## config.mk

```make
export PLATFORM = sky130hd
export DESIGN_NAME = gol_ctrl
export DESIGN_NICKNAME = d
export VERILOG_FILES = /design/src/rtl/gol_ctrl.sv
export SDC_FILE = /design/constraint.sdc
export NUM_CORES = 1
export LEC_CHECK = 0
export ABC_AREA = 1
export CORE_MARGIN = 4
export CORE_UTILIZATION = 25
export CTS_BUF_LIST = sky130_fd_sc_hd__clkbuf_16
export CTS_CLUSTER_DIAMETER = 60
export CTS_CLUSTER_SIZE = 30
export DETAILED_ROUTE_END_ITERATION = 10
export PLACE_DENSITY_LB_ADDON = 0.15
export SKIP_CTS_REPAIR_TIMING = 1
export SLEW_MARGIN = 20
export SYNTH_ARGS = -nofsm -noshare
export SYNTH_HDL_FRONTEND = slang
export SYNTH_SLANG_ARGS = --single-unit
```

## constraint.sdc

```tcl
create_clock -name clk_i -period 2.44 [get_ports clk_i]
set_clock_uncertainty 0.2 [all_clocks]
set_input_delay 0.366 -clock clk_i [delete_from_list [all_inputs] [get_ports clk_i]]
set_output_delay 0.366 -clock clk_i [all_outputs]
set_load 0.1 [all_outputs]
```

## src/rtl/gol_ctrl.sv

```systemverilog
// Game of Life generation sequencer: owns the grid register, loads it row by row,
// and commits the rule datapath's next generation on RUN/STEP. Optional macro: GOL_CTRL_AUTOHALT_EN.
module gol_ctrl #(
   parameter int M        = 16,
   parameter int N        = 16,
   parameter int PERIOD_W = 16,
   parameter int GEN_W    = 16
) (
   input  logic                clk_i,
   input  logic                reset_n_i,
   input  logic                cmd_valid_i,
   output logic                cmd_ready_o,
   input  logic [2:0]          cmd_op_i,
   input  logic [PERIOD_W-1:0] period_i,
   input  logic                row_valid_i,
   output logic                row_ready_o,
   input  logic [M-1:0]        row_data_i,
   input  logic [N*M-1:0]      next_grid_i,
   output logic [N*M-1:0]      grid_o,
   output logic [GEN_W-1:0]    gen_o,
   output logic                gen_pulse_o,
   output logic                stable_o,
   output logic                empty_o,
   output logic [2:0]          state_o
);

   localparam int ROW_W = (N > 1) ? $clog2(N) : 1;
   localparam logic [ROW_W-1:0] LAST_ROW = ROW_W'(N - 1);

   localparam logic [2:0] OP_RUN   = 3'd0;
   localparam logic [2:0] OP_PAUSE = 3'd1;
   localparam logic [2:0] OP_STEP  = 3'd2;
   localparam logic [2:0] OP_CLEAR = 3'd3;
   localparam logic [2:0] OP_LOAD  = 3'd4;

   typedef enum logic [2:0] {
      ST_IDLE = 3'd0,
      ST_LOAD = 3'd1,
      ST_RUN  = 3'd2,
      ST_STEP = 3'd3,
      ST_HALT = 3'd4
   } state_e;

   state_e              state_q, state_d;
   logic [N*M-1:0]      grid_q, grid_d;
   logic [GEN_W-1:0]    gen_q, gen_d;
   logic                stable_q, stable_d;
   logic [PERIOD_W-1:0] period_q, period_d;
   logic [PERIOD_W-1:0] timer_q, timer_d;
   logic [ROW_W-1:0]    row_cnt_q, row_cnt_d;

   logic                cmd_fire;
   logic                row_fire;
   logic                timer_hit;
   logic                commit;
   logic [PERIOD_W-1:0] period_eff;
   logic [N-1:0]        row_we;

   assign cmd_ready_o = (state_q == ST_IDLE) || (state_q == ST_RUN) || (state_q == ST_HALT);
   assign row_ready_o = (state_q == ST_LOAD);
   assign cmd_fire    = cmd_valid_i && cmd_ready_o;
   assign row_fire    = row_valid_i && row_ready_o;
   assign timer_hit   = (timer_q == period_q - PERIOD_W'(1));
   assign period_eff  = (period_i == '0) ? PERIOD_W'(1) : period_i;

   // One write enable per grid row, selected by the load row counter.
   for (genvar gi = 0; gi < N; gi++) begin : g_row_we
      assign row_we[gi] = row_fire && (row_cnt_q == ROW_W'(gi));
   end

   always_comb begin
      state_d   = state_q;
      grid_d    = grid_q;
      gen_d     = gen_q;
      stable_d  = stable_q;
      period_d  = period_q;
      timer_d   = timer_q;
      row_cnt_d = row_cnt_q;
      commit    = 1'b0;

      case (state_q)
         ST_IDLE, ST_HALT: begin
            if (cmd_fire) begin
               case (cmd_op_i)
                  OP_RUN: begin
                     state_d  = ST_RUN;
                     period_d = period_eff;
                     timer_d  = '0;
                  end
                  OP_STEP: state_d = ST_STEP;
                  OP_LOAD: begin
                     state_d   = ST_LOAD;
                     row_cnt_d = '0;
                     gen_d     = '0;
                  end
                  OP_CLEAR: begin
                     state_d  = ST_IDLE;
                     grid_d   = '0;
                     gen_d    = '0;
                     stable_d = 1'b0;
                  end
                  OP_PAUSE: state_d = ST_IDLE;
                  default: ;
               endcase
            end
         end
         ST_RUN: begin
            // PAUSE and CLEAR pre-empt a due commit; RUN commits and restarts the period.
            if (cmd_fire && cmd_op_i == OP_PAUSE) begin
               state_d = ST_IDLE;
               timer_d = '0;
            end else if (cmd_fire && cmd_op_i == OP_CLEAR) begin
               state_d  = ST_IDLE;
               grid_d   = '0;
               gen_d    = '0;
               stable_d = 1'b0;
               timer_d  = '0;
            end else if (cmd_fire && cmd_op_i == OP_RUN) begin
               period_d = period_eff;
               timer_d  = '0;
               commit   = timer_hit;
            end else if (timer_hit) begin
               commit  = 1'b1;
               timer_d = '0;
            end else begin
               timer_d = timer_q + PERIOD_W'(1);
            end
         end
         ST_STEP: begin
            commit  = 1'b1;
            state_d = ST_IDLE;
         end
         ST_LOAD: begin
            for (int r = 0; r < N; r++) begin
               if (row_we[r]) begin
                  grid_d[r*M +: M] = row_data_i;
               end
            end
            if (row_fire) begin
               if (row_cnt_q == LAST_ROW) begin
                  state_d  = ST_IDLE;
                  stable_d = 1'b0;
               end else begin
                  row_cnt_d = row_cnt_q + ROW_W'(1);
               end
            end
         end
         default: state_d = ST_IDLE;
      endcase

      if (commit) begin
         grid_d   = next_grid_i;
         gen_d    = gen_q + GEN_W'(1);
         stable_d = (next_grid_i == grid_q);
`ifdef GOL_CTRL_AUTOHALT_EN
         if (state_q == ST_RUN && (next_grid_i == grid_q || next_grid_i == '0)) begin
            state_d = ST_HALT;
         end
`endif
      end
   end

   always_ff @(posedge clk_i or negedge reset_n_i) begin
      if (!reset_n_i) begin
         state_q   <= ST_IDLE;
         grid_q    <= '0;
         gen_q     <= '0;
         stable_q  <= 1'b0;
         period_q  <= PERIOD_W'(1);
         timer_q   <= '0;
         row_cnt_q <= '0;
      end else begin
         state_q   <= state_d;
         grid_q    <= grid_d;
         gen_q     <= gen_d;
         stable_q  <= stable_d;
         period_q  <= period_d;
         timer_q   <= timer_d;
         row_cnt_q <= row_cnt_d;
      end
   end

   assign grid_o      = grid_q;
   assign gen_o       = gen_q;
   assign gen_pulse_o = commit;
   assign stable_o    = stable_q;
   assign empty_o     = (grid_q == '0);
   assign state_o     = state_q;

endmodule
```

==> results of run 1 <==
==> sequential cells by signal (all words and copies together) (netlist names) <==
signal	count
state_o	2
grid_o	256
timer_q	16
row_cnt_q	4
period_q	16
gen_o	16
stable_o	1
==> area by class of cell <==
cell class                 count  area share [%]
inverter                     134            1.53
clock inverter                29           0.881
sequential                   311            23.9
clock buffer                  39            2.89
timing repair buffer        1074            29.5
tap                         1050            3.89
antenna                        6          0.0444
multi-input combinational   2354            37.4
==> routing by layer <==
layer  vias up  part of all wire [%]
met1     11100                    43
met4         4                   2.8
met5         -                 0.020
met3       161                   6.0
met2       777                    48
li1      11400                     -
==> logic make-up (layout without fill, tap and decap cells) <==
group | count (synthesis) | after routing
simple gates | 2002 | 2022
flops | 311 | 311
buf+inv | 251 | 1276
xor+xnor | 221 | 221
compound gates | 103 | 103
fa+ha+maj | 7 | 7
other cells | 1 | 7
==> Yosys cell counts, types with 2 or more instances <==
| library cell | n |
|---|---|
| sky130_fd_sc_hd__nand2_2 | 3 |
| sky130_fd_sc_hd__nand3_1 | 315 |
| sky130_fd_sc_hd__ha_1 | 7 |
| sky130_fd_sc_hd__nor3_1 | 41 |
| sky130_fd_sc_hd__a22o_1 | 2 |
| sky130_fd_sc_hd__nor2_2 | 8 |
| sky130_fd_sc_hd__o21ai_1 | 2 |
| sky130_fd_sc_hd__o21ai_0 | 48 |
| sky130_fd_sc_hd__dfrtp_1 | 310 |
| sky130_fd_sc_hd__inv_2 | 5 |
| sky130_fd_sc_hd__buf_2 | 43 |
| sky130_fd_sc_hd__nor2_1 | 118 |
| sky130_fd_sc_hd__or2_2 | 51 |
| sky130_fd_sc_hd__buf_6 | 3 |
| sky130_fd_sc_hd__xnor2_1 | 56 |
| sky130_fd_sc_hd__clkbuf_1 | 36 |
| sky130_fd_sc_hd__nand4_1 | 37 |
| sky130_fd_sc_hd__nor2_8 | 10 |
| sky130_fd_sc_hd__buf_1 | 25 |
| sky130_fd_sc_hd__a21oi_1 | 20 |
| sky130_fd_sc_hd__nand3b_1 | 8 |
| sky130_fd_sc_hd__xor2_1 | 165 |
| sky130_fd_sc_hd__o22ai_1 | 10 |
| sky130_fd_sc_hd__inv_1 | 129 |
| sky130_fd_sc_hd__nand3_2 | 2 |
| sky130_fd_sc_hd__and2_1 | 2 |
| sky130_fd_sc_hd__o211ai_1 | 8 |
| sky130_fd_sc_hd__a211oi_1 | 11 |
| sky130_fd_sc_hd__nand3b_2 | 10 |
| sky130_fd_sc_hd__buf_4 | 9 |
| sky130_fd_sc_hd__nand2_1 | 1308 |
| sky130_fd_sc_hd__nor4_1 | 85 |
==> power breakdown <==
group	switching, mW	internal (mW)	total [mW]
logic	18.6	9.38	28.0
registers	1.13	6.53	7.65
clock network	2.61	3.32	5.93
==> worst max-delay path: stages, from the launching register on <==
cell and delay [ns]:
sky130_fd_sc_hd__dfstp_2 0.55, sky130_fd_sc_hd__inv_4 0.04, sky130_fd_sc_hd__ha_4 0.25, sky130_fd_sc_hd__xor2_1 0.12
sky130_fd_sc_hd__nand2_1 0.08, sky130_fd_sc_hd__nor2_1 0.13, sky130_fd_sc_hd__nand2_1 0.08, sky130_fd_sc_hd__nor2_2 0.07
sky130_fd_sc_hd__nand2_1 0.06, sky130_fd_sc_hd__nor2_2 0.12, sky130_fd_sc_hd__nand3_2 0.14, sky130_fd_sc_hd__nand2_8 0.14
sky130_fd_sc_hd__nand2_4 0.06, sky130_fd_sc_hd__clkinvlp_4 0.10, sky130_fd_sc_hd__buf_12 0.17
==> worst max path at each step <==
| stage | from | to | depth (start not counted) |
|---|---|---|---|
| 6_report | period_q[0]$_DFFE_PN1P_ | gen_pulse_o | 14 |
| 5_1_grt | period_q[0]$_DFFE_PN1P_ | gen_pulse_o | 14 |
| 4_1_cts | grid_o[176]$_DFFE_PN0P_ | empty_o | 9 |
| 3_5_place_dp | next_grid_i[51] | stable_o$_DFFE_PN0P_ | 13 |
| 3_3_place_gp | next_grid_i[51] | stable_o$_DFFE_PN0P_ | 13 |
| 2_1_floorplan | state_o[0]$_DFFE_PN0P_ | grid_o[167]$_DFFE_PN0P_ | 9 |
==> stage by stage <==
step                setup WS (ns)  hold WS (ns)  instance area, um2  std cells
CTS                         -1.03        -0.475               31600       4912
global placement           -0.534         0.132               30300       4844
finish                     -0.808         0.141               33800       4997
floorplan                  -0.233        -0.130               20900       2896
global route               -0.995         0.162               33800       4995
detailed placement         -0.551         0.133               30300       4844
==> results.rst, run 1 <==
.. list-table::
   :header-rows: 1

   * - Metric
     - Value
   * - Worst-path clk slew
     - 0.06 ns
   * - Crit Path Class
     - reg -> out
   * - Count of flip-flops with a built-in enable after synthesis
     - 0
   * - Skew-Pair Late Insertion Delay
     - 0.56 ns
   * - Share of the synthesized netlist area taken by xor and xnor gates
     - 9.58%
   * - IO buf count
     - around 570
   * - Register-to-register setup slack
     - -0.52 ns
   * - Post-DRT Antenna Nets
     - 0
   * - Synth area leaders
     - sky130_fd_sc_hd__dfrtp_1 (38%), sky130_fd_sc_hd__nand2_1 (24%), sky130_fd_sc_hd__nand3_1 (7.8%)
   * - Lkg Pwr
     - 17.5 nW
   * - Run status
     - complete, but fails checks
   * - Final setup violation count
     - 277
   * - Most frequent standard cell in the layout excluding fill and tap cells
     - sky130_fd_sc_hd__nand2_1
   * - Placeable Area
     - 0.0795 mm2
   * - Number of flip-flops and latches in the synthesized netlist
     - around 310
   * - Total half-perimeter wirelength after legalization and detailed placement
     - 76,300 um
   * - DRC Markers
     - 0
   * - Initial antenna violation count
     - 10
   * - Fraction of the mapped netlist area in compound gates
     - 2.93%
   * - Total negative slack
     - -123.79 ns
   * - Total length of routed wires
     - 109,000 um
   * - Final slew viol count
     - 0
   * - Multi-input gate area
     - around 0.013 mm2
   * - Leading cell types in the layout, fill and taps excluded
     - sky130_fd_sc_hd__nand2_1 (1,183), sky130_fd_sc_hd__buf_4 (683), sky130_fd_sc_hd__nand3_1 (305)
   * - Max-Slew Margin vs Limit
     - approximately three fifths
   * - Type of the most critical hold path
     - in -> async
   * - Number of clock buffers inserted by TritonCTS
     - 37
   * - Buffer type at the clock tree root
     - sky130_fd_sc_hd__clkbuf_16
   * - Mux share of post-synthesis cell area
     - 0%
   * - Capturing point of the worst reg2reg path
     - grid_o[114]$_DFFE_PN0P_
   * - Reg-to-reg startpoint
     - period_q[0]$_DFFE_PN1P_
   * - Met2 GRT Util
     - 38.2%
   * - Register area share after synthesis
     - 38.5%
   * - Synth async-reset ratio
     - between 90% and 100%
   * - Area share of and/or/nand/nor cells after synthesis
     - 43.2%
   * - Final Hold Viols
     - 0
   * - X dimension of the die
     - between 200 and 300 um
   * - Sum of overflow across all layers after global routing
     - 0
   * - Unrepaired setup endpoints after global routing
     - yes
   * - Fraction of the mapped netlist area in adder cells
     - 0.434%
   * - Worst setup EP type
     - output pin
   * - Final Cycle Share
     - 133%
   * - Die Height
     - between 200 and 300 um
   * - Sequential cell area in the final layout
     - 0.00808 mm2
   * - Maximum vdd ir drop
     - 0.561 mV
   * - Violation count after the first detailed-route iteration
     - 1,583
   * - Mapped Cells
     - 2,896
   * - Initial standard-cell utilization of the core
     - about 25%
   * - PwrDens
     - about 1200 mW/mm2
   * - Global-route wire length before repair
     - 149,000 um
   * - Req. time, crit path
     - around 1.9 ns
   * - Global routing usage on met1
     - between 30% and 40%
   * - Via count
     - 23,500
   * - Clock tree from TritonCTS
     - built
   * - Average size of a mapped cell
     - 6.97 um2
   * - Warnings from Yosys
     - 0
   * - Pin count of the biggest net entering global routing
     - 91
   * - Gr busiest metal
     - met2
   * - Main flop type after synthesis
     - sky130_fd_sc_hd__dfrtp_1
   * - Sort of element at the start of the critical path
     - flop
   * - Worst path arrival time
     - approximately 2.7 ns
   * - Mapped cell area
     - 0.0202 mm2
   * - Mean routed wirelength per cell
     - 21.7 um
   * - Number of levels the H-tree was split into
     - 2
   * - Clock Path Buffers
     - 3
   * - Final Core Density
     - 42.5%
   * - GRT Util Overall
     - roughly 23%
   * - Sum of internal, switching and leakage power
     - 41.5 mW
   * - Full die area
     - 0.0854 mm2
   * - Sinks on the clock net
     - 311
   * - Fmax
     - 308 MHz
   * - Area growth syn-to-layout
     - 67.3%
   * - Via-to-Cell Ratio
     - between 4 and 5
   * - Count of max-cap constraint violations
     - 0
   * - Count of nets after finishing
     - 4,214
   * - Row cnt
     - 103
   * - Least setup slack across all paths after layout
     - -0.808 ns
   * - Worst-path maximum fanout
     - 6
   * - Routability Congestion
     - 0.865
   * - Actual transition at the worst max-transition pin
     - 0.620 ns
   * - Clock period minus worst slack
     - between 3 and 4 ns
   * - Number of filler instances in the final layout
     - 8,188
   * - I/O pin cnt
     - 575
   * - M3 GR Usage
     - around 3.7%
   * - Vias in the first global route
     - 22,400
   * - Worst reg2reg path depth
     - 17
   * - Synth top area share
     - 38.4%
   * - Failing checks
     - negative setup slack
   * - Fraction of final layout cells with drive strength greater than 1
     - 34.4%
   * - Cell taking the most area after synthesis
     - sky130_fd_sc_hd__dfrtp_1
   * - First-pass detailed-route iteration total
     - 5
   * - Main combinational cell family by area after synthesis
     - simple AND/OR/NAND/NOR gates
   * - Syn Nets
     - 3,198
   * - Unique masters post-synth
     - 41
(Power assumes the default switching activity.)
==> run 2, diff against run 1 <==
CORE_MARGIN = 8   (was 4)
HOLD_SLACK_MARGIN = 0.12   (was not set)
PLACE_DENSITY = 0.52   (was not set)
PLACE_DENSITY_LB_ADDON = not set   (was 0.15)
==> run 2 against run 1 <==
First-iteration DRC count is 23% higher. Critical path type unchanged. The run still ends with negative setup slack left. Utilization is 0.054 points higher. Largest power group unchanged. Clock power hardly changed. Critical endpoint is now empty_o.
==> results.rst, run 2 (synthesized netlist as in run 1, its figures left out) <==
.. list-table::
   :header-rows: 1

   * - Metric
     - Value
   * - Flip-flop count of the largest register after layout
     - 256 (unchanged)
   * - Post-DRT Antenna Nets
     - 0 (unchanged)
   * - Clock Path Buffers
     - 3 (unchanged)
   * - Slowest cell on crit path
     - sky130_fd_sc_hd__nor4_1
   * - Met2 GRT Util
     - 37.4% (-0.82 points)
   * - M3 GR Usage
     - 5.08% (+1.3 points)
   * - Routability Congestion
     - 0.938 (+8.4%)
   * - Violation count after the first detailed-route iteration
     - 1,942 (+23%)
   * - GRT Util Overall
     - 22.6% (-0.26 points)
   * - Least setup slack across all paths after layout
     - -0.866 ns (-0.0577 ns)
   * - Fmax
     - 302 MHz (-1.7%)
   * - Count of nets after finishing
     - 4,275 (+1.4%)
   * - Failing checks
     - negative setup slack
   * - Worst-path clk slew
     - 0.07 ns (about the same)
   * - First-pass detailed-route iteration total
     - 5 (unchanged)
   * - PwrDens
     - 1210 mW/mm2 (-1.7%)
   * - Post-Place Worst Slack
     - -0.534 ns (+0.0166 ns)
   * - Unrepaired setup endpoints after global routing
     - yes
   * - Area growth syn-to-layout
     - 69.1%
   * - Critical path's largest stage delay
     - 0.52 ns (-0.03 ns)
   * - Register-to-register setup slack
     - -0.51 ns (about the same)
   * - Worst reg2reg path depth
     - 19 (+2)
   * - Worst-path maximum fanout
     - 2 (-4)
   * - Via-to-Cell Ratio
     - 4.77 (+1.4%)
   * - Lkg Pwr
     - 17.6 nW (+0.66%)
   * - Final slew viol count
     - 0 (unchanged)
   * - Crit Path Class
     - reg -> out
   * - Reg-to-reg startpoint
     - period_q[0]$_DFFE_PN1P_
   * - Placeable Area
     - 0.0803 mm2 (+0.97%)
   * - Gr busiest metal
     - met2
   * - Clock period minus worst slack
     - 3.31 ns (+0.0577 ns)
   * - Mean routed wirelength per cell
     - 22.5 um (+3.4%)
   * - Clock tree from TritonCTS
     - built
   * - Library cell appearing most often on the critical path
     - sky130_fd_sc_hd__buf_4
   * - Global-route wire length before repair
     - 155,000 um (+4.1%)
   * - Row cnt
     - 104 (+0.97%)
   * - Worst setup EP type
     - output pin
   * - Largest delay contributor family on the critical path
     - simple AND/OR/NAND/NOR gates
   * - Number of levels the H-tree was split into
     - 2 (unchanged)
   * - Worst path arrival time
     - 2.74 ns (+0.06 ns)
   * - Final Cycle Share
     - 135% (+2.4 points)
   * - Count of max-cap constraint violations
     - 0 (unchanged)
   * - DRC Markers
     - 0 (unchanged)
   * - Number of clock buffers inserted by TritonCTS
     - 40 (+8.1%)
   * - Actual transition at the worst max-transition pin
     - 1.19 ns (+0.567 ns)
   * - Via count
     - 24,200 (+3.0%)
   * - Fraction of final layout cells with drive strength greater than 1
     - 35.1% (+0.75 points)
   * - Skew-Pair Late Insertion Delay
     - 0.59 ns (+0.03 ns)
   * - Global routing usage on met1
     - 30.0% (-0.65 points)
   * - Final setup violation count
     - 275 (-0.72%)
   * - Capturing point of the worst reg2reg path
     - grid_o[71]$_DFFE_PN0P_
   * - Die Height
     - 300 um (+2.7%)
   * - Final Hold Viols
     - 0 (unchanged)
   * - Sort of element at the start of the critical path
     - flop
   * - Run status
     - complete, but fails checks
   * - Full die area
     - 0.0901 mm2 (+5.5%)
   * - I/O pin cnt
     - 575 (unchanged)
   * - Sum of overflow across all layers after global routing
     - 0 (unchanged)
   * - Buffer type at the clock tree root
     - sky130_fd_sc_hd__clkbuf_16
   * - Pin count of the biggest net entering global routing
     - 154 (+69%)
   * - Vias in the first global route
     - 22,700 (+1.6%)
   * - Most frequent standard cell in the layout excluding fill and tap cells
     - sky130_fd_sc_hd__nand2_1
   * - Type of the most critical hold path
     - in -> async
   * - IO buf count
     - 573 (unchanged)
   * - Total negative slack
     - -109.97 ns (+13.82 ns)
   * - CP Buf/Inv Count
     - 3 (unchanged)
   * - Number of filler instances in the final layout
     - 8,160 (-0.34%)
   * - Critical path, cell by cell
     - nor4_1, buf_4, nand4_1, nor4_4, buf_4, nand2_4, nor2_4, buf_12
   * - Max-Slew Margin vs Limit
     - 20.9% (-38 points)
   * - Total length of routed wires
     - 114,000 um (+5.0%)
   * - Initial antenna violation count
     - 20 (+10)
   * - Sinks on the clock net
     - 311 (unchanged)
   * - Maximum vdd ir drop
     - 0.663 mV (+18%)
   * - Initial standard-cell utilization of the core
     - 25.2% (-0.24 points)
   * - Total half-perimeter wirelength after legalization and detailed placement
     - 82,300 um (+7.9%)
   * - Leading cell types in the layout, fill and taps excluded
     - sky130_fd_sc_hd__nand2_1 (1,244), sky130_fd_sc_hd__buf_4 (761), sky130_fd_sc_hd__clkdlybuf4s50_1 (293)
   * - X dimension of the die
     - 300 um (+2.7%)
   * - Req. time, crit path
     - 1.87 ns (about the same)
==> run 2: cell count changes in the layout (fill, tap and decap cells not counted), moves of 6 or more <==
cell	delta
sky130_fd_sc_hd__buf_12	+14
sky130_fd_sc_hd__buf_16	-7
sky130_fd_sc_hd__nand2_1	+61
sky130_fd_sc_hd__nor2_4	-7
sky130_fd_sc_hd__nand2_4	-11
sky130_fd_sc_hd__o21ai_0	+9
sky130_fd_sc_hd__clkinvlp_4	+6
sky130_fd_sc_hd__buf_6	-18
sky130_fd_sc_hd__nand3_2	+52
sky130_fd_sc_hd__buf_4	+78
sky130_fd_sc_hd__nand3_1	-56
sky130_fd_sc_hd__nand2_2	-49
sky130_fd_sc_hd__o21ai_1	-9
==> run 2: stage by stage <==
step | cells | utilization, % | instance area, um2 | hold WS, ns | total power [mW]
global placement | 4937 | 38.7 | 31100 | 0.163 | 32.6
CTS | 5011 | 40.3 | 32400 | -0.499 | 38.8
detailed placement | 4937 | 38.7 | 31100 | 0.148 | 32.7
global route | 5068 | 42.5 | 34100 | 0.139 | 43.3
finish | 5074 | 42.5 | 34200 | 0.110 | 41.3
floorplan | 2896 | - | 20900 | -0.130 | 23.0
==> run 2: where the power goes <==
group | total [mW] | internal, mW | switching (mW) | leakage [nW]
combinational | 27.9 | 9.12 | 18.8 | 13.1
clock | 5.95 | 3.14 | 2.81 | 0.615
sequential | 7.43 | 6.52 | 0.903 | 3.86
total | 41.3 | 18.8 | 22.5 | 17.6
==> run 2: area by class of cell <==
type	count	area [um2]	area share (%)
clock inverter	34	310	0.908
timing repair buffer	1136	10300	30.2
clock buffer	40	1000	2.93
sequential	311	8080	23.7
multi-input combinational	2350	12600	36.9
inverter	134	513	1.50
tap	1060	1330	3.88
antenna	9	22.5	0.0659
==> run 2: layer usage <==
layer  vias up  share of wire (%)
met4        16                2.3
met3       151                7.8
met5         -              0.094
met1     11500                 43
li1      11500                  -
met2       957                 46
==> run 2: worst register-to-register path, cell delays in order (launching register included) <==
cell and delay, ns:
sky130_fd_sc_hd__dfstp_2 0.53, sky130_fd_sc_hd__inv_2 0.05, sky130_fd_sc_hd__buf_4 0.14, sky130_fd_sc_hd__nand2_4 0.11, sky130_fd_sc_hd__nor2_1 0.07, sky130_fd_sc_hd__buf_4 0.14, sky130_fd_sc_hd__nand2_1 0.10, sky130_fd_sc_hd__xor2_1 0.15
sky130_fd_sc_hd__inv_1 0.05, sky130_fd_sc_hd__nor2_1 0.15, sky130_fd_sc_hd__nand3_2 0.15, sky130_fd_sc_hd__nand2_8 0.11, sky130_fd_sc_hd__buf_4 0.12, sky130_fd_sc_hd__buf_12 0.15, sky130_fd_sc_hd__buf_12 0.17, sky130_fd_sc_hd__clkbuf_16 0.19
sky130_fd_sc_hd__nand3_1 0.07, sky130_fd_sc_hd__nand2_1 0.11, sky130_fd_sc_hd__nand2_1 0.05, sky130_fd_sc_hd__nand2_1 0.07
==> run 2: worst max path at each step <==
stage	startpoint	endpoint	slack, ns	depth (start not counted)
global route	grid_o[203]$_DFFE_PN0P_	empty_o	-0.99	8
floorplan	state_o[0]$_DFFE_PN0P_	grid_o[167]$_DFFE_PN0P_	-0.23	9
detailed placement	period_q[1]$_DFFE_PN0P_	grid_o[136]$_DFFE_PN0P_	-0.53	17
CTS	grid_o[200]$_DFFE_PN0P_	empty_o	-1.09	8
finish	grid_o[228]$_DFFE_PN0P_	empty_o	-0.87	8
global placement	grid_o[200]$_DFFE_PN0P_	empty_o	-0.48	8
==> edit (config.mk and constraints of run 2) <==
Add a define of `GOL_CTRL_AUTOHALT_EN`.
--- a/src/rtl/gol_ctrl.sv
+++ b/src/rtl/gol_ctrl.sv
@@ -2,2 +2,4 @@
 // and commits the rule datapath's next generation on RUN/STEP. Optional macro: GOL_CTRL_AUTOHALT_EN.
+`define GOL_CTRL_AUTOHALT_EN
+
 module gol_ctrl #(
Function: not settled (the Yosys comparison gave no result); the edit may change what the design does.
==> edit against run 2 <==
- total power rose by 25%
- synthesized area increased by 1.8%
- sequential cell count up 1
- global-route usage increased by 0.39 points
- worst setup slack lost 24 ps
- sequential share of layout area barely moved
- synthesized cell count is 3.2% higher
- design area shrank 1.5%
- the flow still finishes with violations (negative setup slack)
- non-clock buffer count rose by 16
- cell count rose by 3.1%
- routed wire length shrank 0.90%
- register-to-register slack got worse by 30 ps
- sequential power rose by 30%
- first-iteration DRC count decreased by 13%
==> edit: results (changes against run 2) <==
clock insertion delay at the later pin of the skew report -> 590 ps (about the same)
met1 wire length -> 46700 microns (-5.8%)
met2 wire len -> 52600 microns (-0.76%)
vias in the first global route -> 23400 (+2.7%)
status -> complete, but fails checks
Final setup viols -> 280 (+1.8%)
number of library cell types mapped by synthesis -> 49 (+20%)
slowest stage delay, CP -> 560 ps (+40 ps)
GR Layer Usage met1 -> 28.5% (-1.5 points)
first-pass GRT wire length -> 156000 microns (+0.93%)
DP Wirelength -> 84400 microns (+2.6%)
Clk pwr share -> 13.4% (-1.0 points)
synth cell count leaders -> nand2_1, dfrtp_1, nor2_1
global placer's final weighted congestion -> 0.899 (-4.2%)
max layer used -> met5
Critical Path AT -> 2760 ps (+20 ps)
antenna violations before repair -> 28 (+40%)
# fillers -> 8499 (+4.2%)
max reg flops -> 256 (unchanged)
met2 Track Usage GR -> 37.4% (about the same)
initial drt markers -> 1693 (-13%)
CP Max Fanout -> 5 (+3)
slack of the critical path -> -890 ps (-24.2 ps)
Clock transition at path regs -> 60 ps
largest net degree at the start of global routing -> 64 (-58%)
WL/cell -> 21.6 microns (-3.9%)
HP Class -> in2reg
Clock Tree Buf Depth -> 3 (unchanged)
share of layout cells above drive strength 1 -> 29.3% (-5.8 points)
Layout Nets -> 4403 (+3.0%)
total track usage -> 23.0% (+0.39 points)
placed cell areas -> 31200 sq um (+0.47%)
clock buffer count from CTS -> 43 (+7.5%)
grt met3 use -> 6.75% (+1.7 points)
failing checks -> negative setup slack
internal cell power -> 21.7 mW (+15%)
Synth area leaders -> dfrtp_1, nand2_1, xnor2_1
slowest CP cell -> dfstp_2
H-tree levels -> 2 (unchanged)
syn nets -> 3291 (+2.9%)
area grow syn2layout -> 63.7%
vias per cell -> 4.62 (-3.1%)
Peak VDD IR -> 1.13 mV (+70%)
Port-buffer cells -> 574 (+0.17%)
Root Driver -> clkbuf_16
Slew headroom -> 60.6% (+40 points)
post-synthesis sequential area ratio -> 38.0% (-0.55 points)
Fin. Hold Viols -> 0 (unchanged)
TritonRoute pass-1 iters -> 5 (unchanged)
leakage -> 16.7 nW (-5.0%)
met3 WL post-DR -> 9800 microns (+11%)
yosys warns -> 0 (unchanged)
Reg power frac -> 18.6% (+0.6 points)
[edit: cell count changes in the layout (fill, tap and decap cells not counted), moves of 60 or more]
cell | before | now
dfrtp_2 | 214 | 107
nand3_1 | 249 | 57
nand3_2 | 61 | 1
xnor2_1 | 56 | 128
nor2_1 | 112 | 177
nand2_1 | 1244 | 1523
dfrtp_1 | 88 | 201
[edit: worst paths after layout]
check / cells past startpoint / from / slack [ps] / to
min in group asynchronous: 3 / reset_n_i / 610 / grid_o[205]
max reg2reg: 20 / period_q[0] / -540 / grid_o[120]
min reg2reg: 2 / stable_o / 270 / stable_o
max: 14 / period_q[0] / -890 / gen_pulse_o
min: 3 / period_i[10] / 170 / period_q[10]
max in group asynchronous: 4 / reset_n_i / 340 / grid_o[219]
[edit: area by class of cell]
class,count,share of cell area [%]
clock buffers,44,3.27
diodes,24,0.178
inverters,130,1.46
flip-flops and latches,312,23.6
multi-input cells,2462,36.2
repair buffers,1152,30.1
well taps,1070,3.98
clock inverters,36,1.25
[edit: cells by family after synthesis]
group	count (synthesis)	share of synthesized area, %
AO/OA/AOI/OAI	85	2.33
AND/OR/NAND/NOR	2126	44.2
XOR/XNOR	240	10.2
buffers and inverters	219	4.86
adder cells (fa/ha/maj)	7	0.426
flip-flops	312	38.0
[edit: stage by stage]
| step | hold slack (ps) | instances | total power [mW] | worst slack, ps | TNS, ps |
|---|---|---|---|---|---|
| floorplan | -130 | 2989 | 31.9 | -199 | -26510 |
| global placement | 121 | 5091 | 44.1 | -726 | -85940 |
| detailed placement | 122 | 5091 | 44.2 | -713 | -104010 |
| CTS | -526 | 5171 | 51.3 | -1090 | -106300 |
| global route | 179 | 5220 | 54.3 | -1070 | -181060 |
| finish | 165 | 5230 | 51.8 | -890 | -125310 |
